==> config.mk <==
export PLATFORM = sky130hd
export DESIGN_NAME = bus_cycle_controller
export DESIGN_NICKNAME = d
export VERILOG_FILES = /design/src/rtl/bus_cycle_controller.sv
export SDC_FILE = /design/constraint.sdc
export NUM_CORES = 1
export LEC_CHECK = 0
export ABC_AREA = 1
export BUFFER_PORTS_ARGS = -buffer_cell sky130_fd_sc_hd__buf_2
export CORE_UTILIZATION = 60
export DETAILED_ROUTE_END_ITERATION = 10
export HOLD_SLACK_MARGIN = 0.12
export PLACE_DENSITY = 0.8
export SLEW_MARGIN = 15
export SYNTH_ARGS = -nofsm -noshare
export SYNTH_HDL_FRONTEND = slang
export SYNTH_SLANG_ARGS = --single-unit
==> constraint.sdc <==
create_clock -name Clk -period 4 [get_ports Clk]
set_input_delay 0.6 -clock Clk [delete_from_list [all_inputs] [get_ports Clk]]
set_output_delay 0.6 -clock Clk [all_outputs]
set_load 0.1 [all_outputs]
==> src/rtl/bus_cycle_controller.sv <==
// 68K bus cycle sequencer: paces DTACK for internally timed regions, forwards device
// DTACK for externally timed ones, and raises BERR on unmapped or stalled cycles.
module bus_cycle_controller #(
  parameter int ROM_WAIT    = 1,
  parameter int RAM_WAIT    = 1,
  parameter int IO_WAIT     = 3,
  parameter int OFFBRD_WAIT = 4,
  parameter int TIMEOUT     = 1024,
  parameter int CNT_W       = 11
) (
  input  logic Clk,
  input  logic Reset_H,
  input  logic AS_L,
  input  logic OnChipRomSelect_H,
  input  logic OnChipRamSelect_H,
  input  logic IOSelect_H,
  input  logic OffBoardMemory_H,
  input  logic DramSelect_H,
  input  logic CanBusSelect_H,
  input  logic GraphicsCS_L,
  input  logic DramDtack_L,
  input  logic CanBusDtack_L,
  input  logic GraphicsDtack_L,
  input  logic ClearBerr_H,
  output logic Dtack_L,
  output logic BErr_L,
  output logic CycleActive_H,
  output logic BerrSticky_H
);

  typedef enum logic [2:0] {IDLE, COUNT, EXT, NOSEL, ACK, BERR} state_t;
  typedef enum logic [1:0] {SRC_DRAM, SRC_CAN, SRC_GFX} ack_src_t;

  localparam logic [CNT_W-1:0] WD_LIMIT = CNT_W'(TIMEOUT - 1);
  localparam logic [CNT_W-1:0] CNT_MAX  = '1;

  state_t             state;
  ack_src_t           ack_src;
  logic [CNT_W-1:0]   cnt;
  logic [CNT_W-1:0]   wd;
  logic [CNT_W-1:0]   wd_next;

  logic               start_internal;
  logic               start_external;
  logic [CNT_W-1:0]   start_wait;
  ack_src_t           start_src;
  logic               ext_ack;

  // Region decode in priority order; only consulted on the start edge.
  always_comb begin
    start_internal = 1'b1;
    start_external = 1'b0;
    start_wait     = '0;
    start_src      = SRC_DRAM;
    if (OnChipRomSelect_H) begin
      start_wait = CNT_W'(ROM_WAIT);
    end else if (OnChipRamSelect_H) begin
      start_wait = CNT_W'(RAM_WAIT);
    end else if (IOSelect_H) begin
      start_wait = CNT_W'(IO_WAIT);
    end else if (OffBoardMemory_H) begin
      start_wait = CNT_W'(OFFBRD_WAIT);
    end else begin
      start_internal = 1'b0;
      if (DramSelect_H) begin
        start_external = 1'b1;
        start_src      = SRC_DRAM;
      end else if (CanBusSelect_H) begin
        start_external = 1'b1;
        start_src      = SRC_CAN;
      end else if (!GraphicsCS_L) begin
        start_external = 1'b1;
        start_src      = SRC_GFX;
      end
    end
  end

  // Only the device latched at the start edge may acknowledge.
  always_comb begin
    ext_ack = 1'b0;
    case (ack_src)
      SRC_DRAM: ext_ack = !DramDtack_L;
      SRC_CAN:  ext_ack = !CanBusDtack_L;
      SRC_GFX:  ext_ack = !GraphicsDtack_L;
      default:  ext_ack = 1'b0;
    endcase
  end

  assign wd_next = (wd == CNT_MAX) ? wd : wd + CNT_W'(1);

  // NOTE: every state register here uses <= so all of them see the pre-edge
  // values; a later <= to the same register in this block overrides an earlier one.
  always_ff @(posedge Clk) begin
    if (Reset_H) begin
      state         <= IDLE;
      ack_src       <= SRC_DRAM;
      cnt           <= '0;
      wd            <= '0;
      Dtack_L       <= 1'b1;
      BErr_L        <= 1'b1;
      CycleActive_H <= 1'b0;
      BerrSticky_H  <= 1'b0;
    end else begin
      // Clear first so a BERR entry later in this block wins on the same edge.
      if (ClearBerr_H) BerrSticky_H <= 1'b0;

      case (state)
        IDLE: begin
          if (!AS_L) begin
            wd            <= '0;
            CycleActive_H <= 1'b1;
            if (start_internal) begin
              state <= COUNT;
              cnt   <= start_wait;
            end else if (start_external) begin
              state   <= EXT;
              ack_src <= start_src;
            end else begin
              state <= NOSEL;
            end
          end
        end

        COUNT: begin
          if (AS_L) begin
            state         <= IDLE;
            CycleActive_H <= 1'b0;
          end else begin
            wd <= wd_next;
            if (cnt == '0) begin
              state   <= ACK;
              Dtack_L <= 1'b0;
            end else begin
              cnt <= cnt - CNT_W'(1);
            end
          end
        end

        EXT: begin
          if (AS_L) begin
            state         <= IDLE;
            CycleActive_H <= 1'b0;
          end else begin
            wd <= wd_next;
            if (ext_ack) begin
              state   <= ACK;
              Dtack_L <= 1'b0;
            end else if (wd == WD_LIMIT) begin
              state        <= BERR;
              BErr_L       <= 1'b0;
              BerrSticky_H <= 1'b1;
            end
          end
        end

        NOSEL: begin
          if (AS_L) begin
            state         <= IDLE;
            CycleActive_H <= 1'b0;
          end else begin
            wd <= wd_next;
            if (wd == WD_LIMIT) begin
              state        <= BERR;
              BErr_L       <= 1'b0;
              BerrSticky_H <= 1'b1;
            end
          end
        end

        ACK, BERR: begin
          if (AS_L) begin
            state         <= IDLE;
            Dtack_L       <= 1'b1;
            BErr_L        <= 1'b1;
            CycleActive_H <= 1'b0;
          end
        end

        default: begin
          state         <= IDLE;
          Dtack_L       <= 1'b1;
          BErr_L        <= 1'b1;
          CycleActive_H <= 1'b0;
        end
      endcase
    end
  end

endmodule

==> impl_metrics.py, run 1 <==
metrics = {
    "power": {
        "cellPowerDensity_mw_per_mm2": 387.3,
        "leakage_nw": 1.043,
        "combPwrFrac": 0.294,
        "irDropWorstVdd_mv": 0.1968,
        "total_power_w": 0.0008605,
        "switchingPower_w": 0.0003069,
        "intPower_w": 0.0005537,
        "seqPwrFrac": 0.403,
        "sw_frac_of_total": 0.3566,
        "clkPwrFrac": 0.304,
    },
    "timing": {
        "worstMarginPinSlew_ps": 814.1,
        "finalHoldViolCount": 0,
        "fmax_mhz": 495.6,
        "slew_headroom": 0.4553,
        "min_period_ps": 2018,
        "setup_tns_ps": 0,
        "setup_viol": 0,
        "drv_slew": 0,
        "post-route-period-util": 0.5044,
        "rsz0062_at_grt": "no",
        "finClkSkew_ps": 6.514,
    },
    "synth": {
        "yosysTopAreaCell": "dfxtp_1",
        "synth_common_cells": "88 x nand2_1, 58 x nor2_1, 41 x inv_1, 31 x dfxtp_1, 23 x nand3_1",
        "synth_top_family_by_area": "simple AND/OR/NAND/NOR gates",
        "synth_compound_area_frac": 0.1038,
        "yosysMostFrequentCell": "nand2_1",
        "muxShareOfSynthArea": 0,
        "synthAdderAreaFrac": 0.01833,
        "synth_fp_nets": 345,
        "synth_cells": 328,
        "yosysSeqAreaShare": 0.3030,
        "ys_warn_count": 0,
        "synth_area_sq_mm": 0.002048,
        "ys_top_cells_by_area": "dfxtp_1 30%, nand2_1 16%, nor2_1 11%, inv_1 7.5%, nand3_1 5.6%",
        "synthXorXnorAreaFrac": 0.01283,
        "avgSynthCellArea_sq_um": 6.245,
        "ys.flop_type": "dfxtp_1",
        "synth_cell_types": 34,
        "yosys.area_share.simple": 0.4527,
        "async_reset_ff_frac": 0,
        "yosysTopAreaCellShare": 0.3030,
        "ys_seq_elements": 31,
        "synth-edff-count": 0,
    },
    "clock_tree": {
        "cts_sinks": 31,
        "cts_tree": "done",
        "clock_latency_ps": 340,
        "h-tree-depth": 2,
        "cts_root_buf": "clkbuf_4",
        "postCtsSetupBuffers": 0,
        "cts.path.max_buffers": 2,
        "cts_hold_buf": 0,
        "path_clk_slew_ps": 100,
        "post_cts_resized": 0,
        "cts_buffers": 5,
    },
    "drt": {
        "detail_route.wl_per_cell_um": 11.15,
        "finalWirelength_um": 4359,
        "antenna_left": 0,
        "firstDrtPassIters": 4,
        "vias_per_cell": 5.141,
        "vias": 2010,
        "dr.first_iter.drc_count": 52,
        "post-route-drc-count": 0,
    },
    "run_status": {
        "status": "finished clean",
    },
    "job": {
        "drv_cap": 0,
    },
    "global_route": {
        "grt_pass1_vias": 1668,
        "gr-total-overflow": 0,
        "grt_pass1_wl_um": 7003,
        "antenna_found_initial": 0,
        "grt_max_degree": 19,
        "track_usage": 0.2572,
    },
    "setup_path": {
        "reg2reg_from": "state[2]",
        "r2r_slack_ps": 1990,
        "crit_path_start_kind": "input pin",
        "endpoint_kind": "flip-flop",
        "setup.worst_path.class": "input pin to flip-flop",
        "cp_max_fo": 12,
        "critPathRequiredTime_ps": 4230,
        "crit_arrival_ps": 2250,
        "r2r_cells": 8,
        "r2r_end": "cnt[9]",
    },
    "min_path": {
        "min_path_cells": 2,
        "worst_hold_startpoint": "Dtack_L",
        "hold_end": "Dtack_L",
        "hold_class": "flip-flop to flip-flop",
    },
    "floorplan": {
        "dieArea_sq_mm": 0.003651,
        "die_w_um": 60.43,
        "num_rows": 20,
        "io_pins": 18,
        "start_util": 0.6496,
        "die_h_um": 60.43,
        "core_region_area_sq_mm": 0.003153,
    },
    "finish": {
        "diodes": 0,
        "area_growth_pct": 8.491,
        "fin_util": 0.7048,
        "fillers": 301,
        "nets": 363,
        "fin_cells": 391,
        "final-seq-area_sq_um": 620.6,
        "multi_input_area_sq_mm": 0.001204,
        "drive_above_1_share": 0.1441,
        "design_area_sq_mm": 0.002222,
    },
    "placement": {
        "gp_congestion": 0.9019,
        "io_buffers": 17,
        "placedCellCount": 383,
        "postPlaceCellArea_sq_mm": 0.002136,
        "hpwl_um": 3310,
    },
}
[power by group through the flow]
stage	registers, W	clock network [W]	logic, W
final	0.000346	0.000261	0.000253
after global routing	0.000349	0.000280	0.000283
after CTS	0.000346	0.000267	0.000252
after detailed placement	0.000353	0	0.000250
after global placement	0.000353	0	0.000246
after floorplan	0.000372	0	0.000188
[area by class of cell]
type                    count  share of cell area
multi-input cells         246              0.5417
flip-flops and latches     31              0.2793
inverters                  45             0.07714
repair buffers             17             0.03829
well taps                  44             0.02477
clock buffers               6             0.02309
clock inverters             2             0.01577
[cell families (layout without fill, tap and decap cells)]
group	after synthesis	after routing
compound gates	38	38
xor+xnor	3	3
simple gates	202	202
fa+ha+maj	3	3
buf+inv	51	70
flops	31	31
[state kept, by name, summed over array words and instances (netlist names)]
name           cells
cnt               11
wd                11
state              3
ack_src            2
BErr_L             1
BerrSticky_H       1
CycleActive_H      1
Dtack_L            1
[worst max-delay path, cell delays in order]
cell,delay (ps)
buf_2,140
nor2_1,630
nand2_1,110
nor2_1,160
nand2_2,180
inv_2,220
nor2_1,60
nor2_1,110
nor2_1,40
[per-layer routing]
layer | vias up | global-route usage | share of wire
met2 | 34 | 0.4443 | 0.47
met1 | 907 | 0.3211 | 0.47
met4 | 0 | 0.09416 | 0.012
li1 | 1063 | - | -
met5 | - | 0 | 0
met3 | 6 | 0.04478 | 0.041
[through the flow]
stage                     worst slack, ps  hold slack [ps]
after CTS                            1985            451.5
final                                1982            449.4
after global routing                 1847            477.8
after detailed placement             1628            432.5
after global placement               1698            430.2
after floorplan                      2463            457.9
[worst max path at each step]
stage / endpoint / startpoint / slack (ps) / cells past startpoint
CTS: cnt[9] / state[2] / 1980 / 8
floorplan: cnt[1] / OnChipRamSelect_H / 2460 / 10
detailed placement: cnt[9] / AS_L / 1630 / 9
global route: cnt[9] / state[2] / 1850 / 8
finish: cnt[9] / AS_L / 1980 / 9
global placement: cnt[9] / AS_L / 1700 / 9
[layout by cell type (no fill, tap or decap), drive strengths merged, types with 4 or more instances in the layout]
cell,count
clkbuf,6
dfxtp,31
buf,17
o21ai,11
nand3,25
inv,45
nand2,96
a21oi,19
nor3,4
nor2,68
nand3b,4
Power figures use the tool's default switching activity.
==> inputs of run 2 (changes only) <==
--- a/config.mk
+++ b/config.mk
@@ -7,10 +7,10 @@
 export LEC_CHECK = 0
 export ABC_AREA = 1
 export BUFFER_PORTS_ARGS = -buffer_cell sky130_fd_sc_hd__buf_2
-export CORE_UTILIZATION = 60
+export CORE_UTILIZATION = 59
 export DETAILED_ROUTE_END_ITERATION = 10
 export HOLD_SLACK_MARGIN = 0.12
-export PLACE_DENSITY = 0.8
+export PLACE_DENSITY = 0.79
 export SLEW_MARGIN = 15
 export SYNTH_ARGS = -nofsm -noshare
 export SYNTH_HDL_FRONTEND = slang
==> constraint.sdc (replaced) <==
create_clock -name Clk -period 1.9 [get_ports Clk]
set_input_delay 0.285 -clock Clk [delete_from_list [all_inputs] [get_ports Clk]]
set_output_delay 0.285 -clock Clk [all_outputs]
set_load 0.1 [all_outputs]
==> run 2 against run 1 <==
Compared with the run above:
- die area increased by 1.6%
- cell area decreased by 0.51%
- first-iteration DRC count rose by 120%
- critical path depth increased by 3
- sequential power increased by 110%
- routed wire length is 0.34% higher
- final cell count increased by 1.3%
- hold slack worse by 260 ps
- non-clock buffer count increased by 3
- critical endpoint is now cnt[10]
- largest power group unchanged
==> impl_metrics.py, run 2 (same netlist as run 1, synthesis figures left out) <==
metrics = {
    "clock_tree": {
        "cts_root_buf": "clkbuf_4",
        "cts_tree": "done",
        "cts.path.max_buffers": 2,
        "clock_latency_ps": 340,
        "post_cts_resized": 0,
        "postCtsSetupBuffers": 0,
        "cts_buffers": 5,
        "cts_sinks": 31,
        "path_clk_slew_ps": 110,
        "h-tree-depth": 2,
        "cts_hold_buf": 0,
    },
    "timing": {
        "finalHoldViolCount": 0,
        "min_period_ps": 1735,
        "rsz0062_at_grt": "no",
        "drv_slew": 0,
        "finClkSkew_ps": 10.55,
        "worstMarginPinSlew_ps": 482.0,
        "setup_ws_ps": 165.4,
        "slew_headroom": 0.6808,
        "post-route-period-util": 0.9129,
        "fmax_mhz": 576.5,
        "setup_tns_ps": 0,
        "setup_viol": 0,
    },
    "setup_path": {
        "setup.worst_path.class": "flip-flop to flip-flop",
        "r2r_slack_ps": 170,
        "crit_start": "cnt[0]",
        "cp_cell_sequence": "inv_1 > ha_1 > inv_1 > nor2_1 > nand3_1 > nor2_4 > nand2_1 > nand2_2 > buf_4 > nor2_1 > nor2_1 > nor2_1",
        "r2r_cells": 12,
        "cp_max_fo": 8,
        "critPathRequiredTime_ps": 2130,
        "r2r_end": "cnt[10]",
        "crit_path_start_kind": "flip-flop",
        "endpoint_kind": "flip-flop",
        "reg2reg_from": "cnt[0]",
        "slowest_delay_ps": 350,
        "cp_common_cell": "nor2_1",
        "crit_arrival_ps": 1960,
        "critPathSlowestCell": "dfxtp_1",
    },
    "placement": {
        "post-place-ws_ps": 211.4,
        "placedCellCount": 388,
        "gp_congestion": 0.8875,
        "io_buffers": 17,
        "hpwl_um": 3247,
    },
    "drt": {
        "post-route-drc-count": 0,
        "dr.first_iter.drc_count": 115,
        "firstDrtPassIters": 4,
        "vias_per_cell": 5.020,
        "detail_route.wl_per_cell_um": 11.05,
        "finalWirelength_um": 4374,
        "vias": 1988,
        "antenna_left": 0,
    },
    "finish": {
        "final_common_cell": "nand2_1",
        "top_regs": "cnt x11, wd x11, state x3",
        "drive_above_1_share": 0.1457,
        "area_growth_pct": 7.941,
        "nets": 366,
        "fin_cells": 396,
        "mostFrequentLayoutCells": "88 x nand2_1, 58 x nor2_1, 41 x inv_1",
        "diodes": 0,
    },
    "floorplan": {
        "start_util": 0.6138,
        "num_rows": 21,
        "io_pins": 18,
        "die_w_um": 60.92,
        "core_region_area_sq_mm": 0.003337,
        "dieArea_sq_mm": 0.003711,
        "die_h_um": 60.92,
    },
    "global_route": {
        "grt_max_degree": 19,
        "track_usage": 0.2598,
        "grt_pass1_wl_um": 7155,
        "antenna_found_initial": 0,
        "gr-total-overflow": 0,
        "grt_pass1_vias": 1739,
    },
    "min_path": {
        "worst_hold_startpoint": "ClearBerr_H",
        "hold_class": "input pin to flip-flop",
        "min_path_cells": 4,
        "hold_end": "BerrSticky_H",
    },
    "power": {
        "cellPowerDensity_mw_per_mm2": 746.8,
        "irDropWorstVdd_mv": 0.3852,
        "leakage_nw": 1.038,
    },
    "job": {
        "drv_cap": 0,
    },
    "run_status": {
        "status": "finished clean",
    },
}
==> run 2: cell count changes in the layout (fill, tap and decap cells not counted), sizes merged <==
cell	delta
buf	+3
bufinv	-1
clkbuf	+1
==> run 2: per-stage QoR <==
stage,util,area (sq um),hold WS (ps),total power [W]
6_report,0.6625,2211,185.5,0.001651
4_1_cts,0.6625,2211,180.0,0.001651
3_3_place_gp,0.6475,2161,430.7,0.001268
5_1_grt,0.6625,2211,215.8,0.001756
3_5_place_dp,0.6475,2161,436.0,0.001276
2_1_floorplan,-,2048,448.3,0.001179
==> run 2: critical path, delay by kind of cell (launching register included) <==
kind | cells | cell delay (ps)
flip-flops | 1 | 350
buffers and inverters | 3 | 370
AND/OR/NAND/NOR | 8 | 720
adder cells (fa/ha/maj) | 1 | 180
==> run 2: layer usage <==
metal,track usage,vias to the layer above,wire (um)
met3,0.04691,7,146
met4,0.1234,0,61
met2,0.4301,43,2069
met5,0,-,0
met1,0.3264,865,2097
li1,-,1073,-
==> run 2: area by class of cell <==
type,instances,area [sq um]
well taps,46,57.56
repair buffers,20,107.6
inverters,45,171.4
clock buffers,7,45.04
clock inverters,1,5.005
flip-flops and latches,31,620.6
multi-input cells,246,1204
fillers,334,1126
==> run 2: report_power, final <==
group          switching [W]  internal, W  total (W)  leakage, nW
combinational       0.000363     0.000177   0.000540        0.757
clock               0.000238     0.000144   0.000382       0.0293
sequential         0.0000404     0.000688   0.000729        0.252
==> run 2: how the worst max path moves through the flow <==
stage	to	cells past startpoint	slack (ps)
floorplan	cnt[1]	13	450
global placement	cnt[9]	12	330
finish	cnt[10]	12	170
detailed placement	cnt[10]	12	210
CTS	cnt[10]	12	190
global route	cnt[10]	12	30
==> inputs of run 3 (changes only) <==
--- a/config.mk
+++ b/config.mk
@@ -7,7 +7,9 @@
 export LEC_CHECK = 0
 export ABC_AREA = 1
 export BUFFER_PORTS_ARGS = -buffer_cell sky130_fd_sc_hd__buf_2
+export CAP_MARGIN = 10
 export CORE_UTILIZATION = 59
+export CTS_BUF_LIST = sky130_fd_sc_hd__clkbuf_4 sky130_fd_sc_hd__clkbuf_8 sky130_fd_sc_hd__clkbuf_16
 export DETAILED_ROUTE_END_ITERATION = 10
 export HOLD_SLACK_MARGIN = 0.12
 export PLACE_DENSITY = 0.79
==> run 3 against run 2 <==
Compared with the run above:
- highest routed layer unchanged
- via count is 0.45% higher
- power is 1.4% higher
- final cell count stayed put
==> impl_metrics.py, run 3 (same netlist as run 1, synthesis figures left out) <==
metrics = {
    "run_status": {
        "status": "finished clean",
    },
    "power": {
        "cellPowerDensity_mw_per_mm2": 754.6,
        "irDropWorstVdd_mv": 0.3855,
        "sw_frac_of_total": 0.3798,
        "clkPwrFrac": 0.242,
        "leakage_nw": 1.045,
        "combPwrFrac": 0.323,
        "intPower_w": 0.001038,
        "total_power_w": 0.001674,
        "seqPwrFrac": 0.435,
        "switchingPower_w": 0.0006358,
    },
    "global_route": {
        "grt_pass1_vias": 1735,
        "grt_max_degree": 19,
        "antenna_found_initial": 0,
        "track_usage": 0.2593,
        "grt_pass1_wl_um": 7127,
        "gr-total-overflow": 0,
    },
    "setup_path": {
        "critPathRequiredTime_ps": 2130,
        "r2r_end": "cnt[10]",
        "cp_max_fo": 8,
        "r2r_cells": 12,
        "r2r_slack_ps": 180,
        "setup.worst_path.class": "flip-flop to flip-flop",
        "crit_arrival_ps": 1950,
        "endpoint_kind": "flip-flop",
        "crit_path_start_kind": "flip-flop",
        "reg2reg_from": "cnt[0]",
    },
    "finish": {
        "mostFrequentLayoutCells": "88 x nand2_1, 58 x nor2_1, 41 x inv_1",
        "top_regs": "cnt x11, wd x11, state x3",
        "fin_util": 0.6648,
        "design_area_sq_mm": 0.002218,
        "drive_above_1_share": 0.1514,
        "fillers": 334,
        "final_common_cell": "nand2_1",
        "diodes": 0,
        "area_growth_pct": 8.308,
        "nets": 366,
    },
    "floorplan": {
        "die_w_um": 60.92,
        "dieArea_sq_mm": 0.003711,
        "io_pins": 18,
        "die_h_um": 60.92,
        "start_util": 0.6138,
        "num_rows": 21,
        "core_region_area_sq_mm": 0.003337,
    },
    "timing": {
        "drv_slew": 0,
        "slew_headroom": 0.6808,
        "rsz0062_at_grt": "no",
        "finClkSkew_ps": 4.421,
        "post-route-period-util": 0.9058,
        "setup_viol": 0,
        "finalHoldViolCount": 0,
        "worstMarginPinSlew_ps": 482.0,
        "hold_slack_ps": 181.0,
        "setup_tns_ps": 0,
        "min_period_ps": 1721,
        "fmax_mhz": 581.1,
    },
    "drt": {
        "vias": 1997,
        "vias_per_cell": 5.043,
        "finalWirelength_um": 4352,
        "dr.first_iter.drc_count": 120,
        "firstDrtPassIters": 4,
        "antenna_left": 0,
        "detail_route.wl_per_cell_um": 10.99,
        "post-route-drc-count": 0,
    },
    "placement": {
        "gp_congestion": 0.8875,
        "postPlaceCellArea_sq_mm": 0.002161,
        "hpwl_um": 3247,
        "io_buffers": 17,
    },
    "clock_tree": {
        "path_clk_slew_ps": 100,
        "cts_root_buf": "clkbuf_4",
        "cts_tree": "done",
        "postCtsSetupBuffers": 0,
        "cts_buffers": 5,
        "cts.path.max_buffers": 2,
        "cts_hold_buf": 0,
        "h-tree-depth": 2,
        "clock_latency_ps": 340,
        "post_cts_resized": 0,
        "cts_sinks": 31,
    },
    "min_path": {
        "hold_class": "input pin to flip-flop",
        "min_path_cells": 4,
        "hold_end": "BerrSticky_H",
        "worst_hold_startpoint": "ClearBerr_H",
    },
    "job": {
        "drv_cap": 0,
    },
}
-- run 3: cell counts in the layout (fill, tap and decap cells not counted) --
No cell type changed its count.
-- run 3: per-stage QoR --
| stage | worst slack (ps) | std cells |
|---|---|---|
| after floorplan | 453.9 | 328 |
| after global placement | 329.9 | 388 |
| after detailed placement | 211.4 | 388 |
| after CTS | 192.1 | 396 |
| after global routing | 21.04 | 396 |
| final | 179.0 | 396 |
-- run 3: power groups by stage --
stage	combinational [W]	sequential [W]	clock [W]
2_1_floorplan	0.000396	0.000782	0
3_3_place_gp	0.000525	0.000742	0
3_5_place_dp	0.000533	0.000743	0
4_1_cts	0.000538	0.000728	0.000418
5_1_grt	0.000614	0.000734	0.000440
6_report	0.000540	0.000729	0.000405
-- run 3: critical path, cell delays in order (launching register included) --
cell and delay, ps:
dfxtp_1 350, inv_1 150, ha_1 180, inv_1 40, nor2_1 80, nand3_1 110, nor2_4 130, nand2_1 70
nand2_2 110, buf_4 180, nor2_1 60, nor2_1 110, nor2_1 50
-- run 3: metal layers --
layer  vias to the layer above  routed length (um)  track usage
li1                       1074                   -            -
met4                         0                  64       0.1331
met1                       865                2028       0.3251
met3                         5                 196      0.04051
met2                        53                2063       0.4301
met5                         -                   0            0
-- run 3: final cells by class --
| cell class | instances | area, sq um | share of cell area |
|---|---|---|---|
| clock inverter | 1 | 5.005 | 0.002256 |
| inverter | 45 | 171.4 | 0.07727 |
| tap | 46 | 57.56 | 0.02594 |
| sequential | 31 | 620.6 | 0.2798 |
| timing repair buffer | 20 | 107.6 | 0.04851 |
| multi-input combinational | 246 | 1204 | 0.5426 |
| clock buffer | 7 | 52.55 | 0.02369 |
-- run 3: how the worst max path moves through the flow --
stage / from / endpoint / slack [ps] / cells after the start
4_1_cts: cnt[0] / cnt[10] / 190 / 12
5_1_grt: cnt[0] / cnt[10] / 20 / 12
3_3_place_gp: cnt[0] / cnt[9] / 330 / 12
3_5_place_dp: cnt[0] / cnt[10] / 210 / 12
2_1_floorplan: cnt[0] / cnt[1] / 450 / 13
6_report: cnt[0] / cnt[10] / 180 / 12
